## config.mk

```make
export PLATFORM = sky130hd
export DESIGN_NAME = convolution_line_accumulator
export DESIGN_NICKNAME = d
export VERILOG_FILES = /design/src/rtl/convolution_line_accumulator.sv
export SDC_FILE = /design/constraint.sdc
export NUM_CORES = 1
export LEC_CHECK = 0
export CORE_MARGIN = 2
export CORE_UTILIZATION = 42
export CTS_CLUSTER_DIAMETER = 60
export CTS_CLUSTER_SIZE = 20
export DETAILED_ROUTE_END_ITERATION = 8
export PLACE_DENSITY_LB_ADDON = 0.25
export SYNTH_ARGS = -nofsm -noshare
export SYNTH_HDL_FRONTEND = slang
export SYNTH_SLANG_ARGS = --single-unit
```

## constraint.sdc

```tcl
create_clock -name i_clk -period 4.85 [get_ports i_clk]
set_input_delay 0.7275 -clock i_clk [delete_from_list [all_inputs] [get_ports i_clk]]
set_output_delay 0.7275 -clock i_clk [all_outputs]
set_load 0.02 [all_outputs]
```

## src/rtl/convolution_line_accumulator.sv

```systemverilog
// Sums K_LINES consecutive signed line partial sums into one pixel, saturates it
// to O_SAT bits and queues it in a small valid/ready output FIFO.
module convolution_line_accumulator #(
  parameter int I_PSUM  = 19,
  parameter int K_LINES = 5,
  parameter int ACC     = 22,
  parameter int O_SAT   = 16,
  parameter int DEPTH   = 4
) (
  input  logic                          i_clk,
  input  logic                          i_rst_n,
  input  logic                          i_clear,
  input  logic                          i_valid,
  output logic                          o_ready,
  input  logic signed [I_PSUM-1:0]      i_psum,
  output logic                          o_valid,
  input  logic                          i_ready,
  output logic signed [O_SAT-1:0]       o_data,
  output logic [$clog2(DEPTH):0]        o_count,
  output logic [$clog2(K_LINES)-1:0]    o_line,
  output logic                          o_sat
);

  localparam int LINE_W = $clog2(K_LINES);
  localparam int PTR_W  = $clog2(DEPTH);
  localparam int CNT_W  = PTR_W + 1;

  localparam logic [0:0] ST_ACCUM = 1'b0;
  localparam logic [0:0] ST_LAST  = 1'b1;

  logic signed [ACC-1:0]   r_acc;
  logic [LINE_W-1:0]       r_line;
  logic [PTR_W-1:0]        r_wr_ptr;
  logic [PTR_W-1:0]        r_rd_ptr;
  logic [CNT_W-1:0]        r_count;
  logic signed [O_SAT-1:0] r_mem [DEPTH];
  logic                    r_sat;

  logic signed [ACC-1:0]   w_ext;
  logic signed [ACC-1:0]   w_sum;
  logic [0:0]              w_state;
  logic                    w_accept;
  logic                    w_push;
  logic                    w_pop;

  // A value fits O_SAT bits when all bits from the O_SAT sign bit upward agree.
  function automatic logic is_clip(input logic signed [ACC-1:0] v);
    return !((&v[ACC-1:O_SAT-1]) || !(|v[ACC-1:O_SAT-1]));
  endfunction

  function automatic logic signed [O_SAT-1:0] sat(input logic signed [ACC-1:0] v);
    if (!is_clip(v))
      return v[O_SAT-1:0];
    else if (v[ACC-1])
      return {1'b1, {(O_SAT-1){1'b0}}};
    else
      return {1'b0, {(O_SAT-1){1'b1}}};
  endfunction

  always_comb begin
    w_ext    = {{(ACC-I_PSUM){i_psum[I_PSUM-1]}}, i_psum};
    w_sum    = r_acc + w_ext;
    w_state  = (r_line == LINE_W'(K_LINES-1)) ? ST_LAST : ST_ACCUM;
    w_accept = i_valid && o_ready;
    // A beat accepted together with i_clear is consumed but never completes a pixel.
    w_push   = w_accept && !i_clear && (w_state == ST_LAST);
    w_pop    = o_valid && i_ready;
  end

  assign o_ready = (r_count != CNT_W'(DEPTH));
  assign o_valid = (r_count != '0);
  assign o_data  = r_mem[r_rd_ptr];
  assign o_count = r_count;
  assign o_line  = r_line;
  assign o_sat   = r_sat;

  always_ff @(posedge i_clk or negedge i_rst_n) begin
    if (!i_rst_n) begin
      r_acc  <= '0;
      r_line <= '0;
    end else if (i_clear) begin
      r_acc  <= '0;
      r_line <= '0;
    end else if (w_accept) begin
      case (w_state)
        ST_ACCUM: begin
          r_acc  <= w_sum;
          r_line <= r_line + LINE_W'(1);
        end
        ST_LAST: begin
          r_acc  <= '0;
          r_line <= '0;
        end
        default: begin
          r_acc  <= '0;
          r_line <= '0;
        end
      endcase
    end
  end

  always_ff @(posedge i_clk or negedge i_rst_n) begin
    if (!i_rst_n) begin
      for (int i = 0; i < DEPTH; i++) r_mem[i] <= '0;
      r_wr_ptr <= '0;
      r_rd_ptr <= '0;
      r_count  <= '0;
      r_sat    <= 1'b0;
    end else begin
      if (w_push) begin
        r_mem[r_wr_ptr] <= sat(w_sum);
        r_wr_ptr        <= r_wr_ptr + PTR_W'(1);
        if (is_clip(w_sum)) r_sat <= 1'b1;
      end
      if (w_pop) r_rd_ptr <= r_rd_ptr + PTR_W'(1);
      case ({w_push, w_pop})
        2'b10:   r_count <= r_count + CNT_W'(1);
        2'b01:   r_count <= r_count - CNT_W'(1);
        default: r_count <= r_count;
      endcase
    end
  end

endmodule

```

==> results.md <==
* Slew HR at 0.2132
* Clock Skew at 0.01166 ns
* Total gr overflow at 0
* Root buf cell: clkbuf_16
* HP Class: in2async
* CP max FO at 13
* Cell Pwr Density at 459.7 nW/um^2
* Layout cells sized above 1 at 0.1072
* Gr usage total at 0.2054
* GPL Wtd Cong at 0.8912
* Area contributors post-synth: dfrtp_1 44%, mux4_2 6.5%, ha_1 6.3%, nand2_1 4.3%, o21ai_0 3.9%
* Synthesis-to-layout area growth at 16.23%
* RR Endpoint: r_mem[57]
* Compound-Gate Fraction of Synth Area at 0.2096
* R2R Setup Slk at 1.02 ns
* Clk buf depth at 2
* Die Ht at 118.7 microns
* Via Count at 4,326
* Most frequent cells in the layout: 97 x dfrtp_1, 64 x nand2_1, 47 x clkdlybuf4s50_1
* Worst Reg-to-Reg Cells at 11
* Final setup vio count at 0
* Clk slew on worst S/H paths at 0.07 ns
* Core Area at 12,720 sq um
* Setup crit end: r_mem[57]
* Max H-tree Level at 3
* Largest family of logic cells by synthesized area: compound AO/OA/AOI/OAI gates
* CP Capture Type: flop
* Starting Density at 0.4344
* Synth top area share at 0.4392
* I/O pin count at 49
* Row count at 41
* Synth Area in Simple Gates at 0.1146
* Worst Setup SP: i_psum[10]
* Post-synthesis xor/xnor area fraction at 0.04279
* Inserted Clock Buffers at 9
* Flops & latches, synth at 97
* DR DRC count at 0
* Asr flop ratio synth at 1.000
* Global-route wire length before repair at 22.78 mm
* Initial antenna violation count at 0
* Post-synth top area cell: dfrtp_1
* CTS tree: done
* Place WS at 0.2799 ns
* Area after DPL at 6142 sq um
* Design area at 6424 sq um
* Maxcap violations at 0
* CTS Hold Bufs at 0
* Sequential fraction of the synthesis area at 0.4392
* Post-Synthesis Cell Area at 5527 sq um
* Vias in the first global route at 4,412
* Tmin final at 4.233 ns
* Commonest non-fill, non-tap cell in the layout: dfrtp_1
* Worst hold slack at 0.4278 ns
* VDD IR max at 0.2247 mV
* Adder-cell share of the synthesized area at 0.07064
* CTS Sinks at 97
* Yosys warnings at 0
* Worst EP required at 5.14 ns
* Fin. Hold Viols at 0
* Status: complete, no violations
* Ant diodes at 0
* Mux cell area share after synthesis at 0.09146
* Hpwl dp at 9.925 mm
* Largest net degree at the start of global routing at 54
* Post-synth cell types at 54
* Die X at 118.7 microns
* Max Slew Vio Count at 0
* Drt first pass iters at 5
* IO buf count at 48
* Die area at 14,090 sq um
* CP arrival at 4.53 ns
* Period utilization at 0.8728
* Wire per inst at 18.60 microns
* Max frequency at 236.2 MHz
* Final net count at 618
* Setup_tns at 0 ns
* Clk_lat worst skew at 0.36 ns
* Post-synth EDFFs at 0
* Leak at 2.875 nW
* Syn Inst Count at 529
* Crit path kind: in2reg
* Final ANT Viol Nets at 0
* RSZ-0062 raised after global routing: false
* Syn Nets at 583
* Initial drt markers at 374
* CP startpoint kind: input port
* Tightest Pin Transition at 1.180 ns
* Setup Fix Bufs, Post-CTS at 0
* Post-CTS resize count at 0
* Syn Area/Cell at 10.45 sq um
* WL final at 13.78 mm
* Post-route setup slack at 0.6168 ns
* RR Startpoint: r_acc[10]
* Core Util, Final at 0.5049
* Primary FF master, synth: dfrtp_1
* Vias per cell at 5.838
## per-layer routing
metal | GRT usage | up-vias | wire [microns]
met3 | 0.05743 | 26 | 822
met4 | 0.08110 | 0 | 338
met2 | 0.3251 | 123 | 6473
met5 | 0 | - | 0
li1 | - | 2037 | -
met1 | 0.2668 | 2140 | 6147
## flip-flops by register name (all words and copies together) (netlist names)
name	count
r_mem	64
o_sat	1
o_count	3
o_line	3
r_rd_ptr	2
r_wr_ptr	2
r_acc	22
## critical path: stages
cell,delay [ns]
clkdlybuf4s50_1,0.43
ha_1,0.51
a21oi_1,0.23
o211ai_1,0.26
a221o_1,0.24
nor3_1,0.06
a21o_1,0.18
xnor2_1,0.88
buf_4,0.28
nand2_1,0.10
nor2b_1,0.44
a221o_1,0.19
## synthesized netlist by cell type (2+ instances only)
master,number
dfrtp_1,97
nand2_1,64
o21ai_0,43
a21oi_1,34
ha_1,28
clkbuf_1,23
a221o_1,19
nand3_1,19
a22o_1,18
mux4_2,16
xor2_1,14
inv_1,13
nor2_1,13
xnor2_1,13
mux2_2,12
and2_1,11
a21o_1,10
o21ai_1,10
o21a_1,8
buf_2,5
nor2b_1,5
o211ai_1,5
nand4_1,4
nor3_1,4
a211oi_1,3
a31oi_1,3
or3_1,3
a31o_2,2
fa_1,2
nand4b_1,2
o21ai_2,2
o41ai_1,2
## layout make-up
cell class | count | area, sq um
repair buffers | 54 | 523.0
fillers | 1205 | 6299
multi-input cells | 389 | 2928
clock inverters | 5 | 38.79
inverters | 13 | 48.80
well taps | 172 | 215.2
flip-flops and latches | 97 | 2427
clock buffers | 11 | 242.7
## where the power goes
group | leakage [nW] | internal, W | total, W | switching (W)
Sequential | 1.32 | 0.000908 | 0.00105 | 0.000143
Clock | 0.142 | 0.000367 | 0.000703 | 0.000336
Combinational | 1.41 | 0.000483 | 0.00120 | 0.000715
## worst min path at each step
stage / startpoint / end / cells past startpoint
floorplan: i_rst_n / o_count[0] / 0
detailed placement: o_sat / o_sat / 1
finish: i_rst_n / r_mem[48] / 1
global route: i_rst_n / r_mem[51] / 1
CTS: i_rst_n / r_mem[35] / 1
global placement: r_mem[1] / r_mem[1] / 2
## per-stage QoR
stage | total power, W | cells
after global placement | 0.002231 | 725
after floorplan | 0.001879 | 529
after CTS | 0.002960 | 741
after detailed placement | 0.002253 | 725
final | 0.002953 | 741
after global routing | 0.003137 | 741
## cells by family after synthesis
kind of cell	Yosys count
AOI/OAI and AO/OA	170
adders and majority gates	30
DFF	97
and+or+nand+nor	133
buffers and inverters	43
muxes	29
xor gates and xnor gates	27
(Power assumes the default switching activity.)
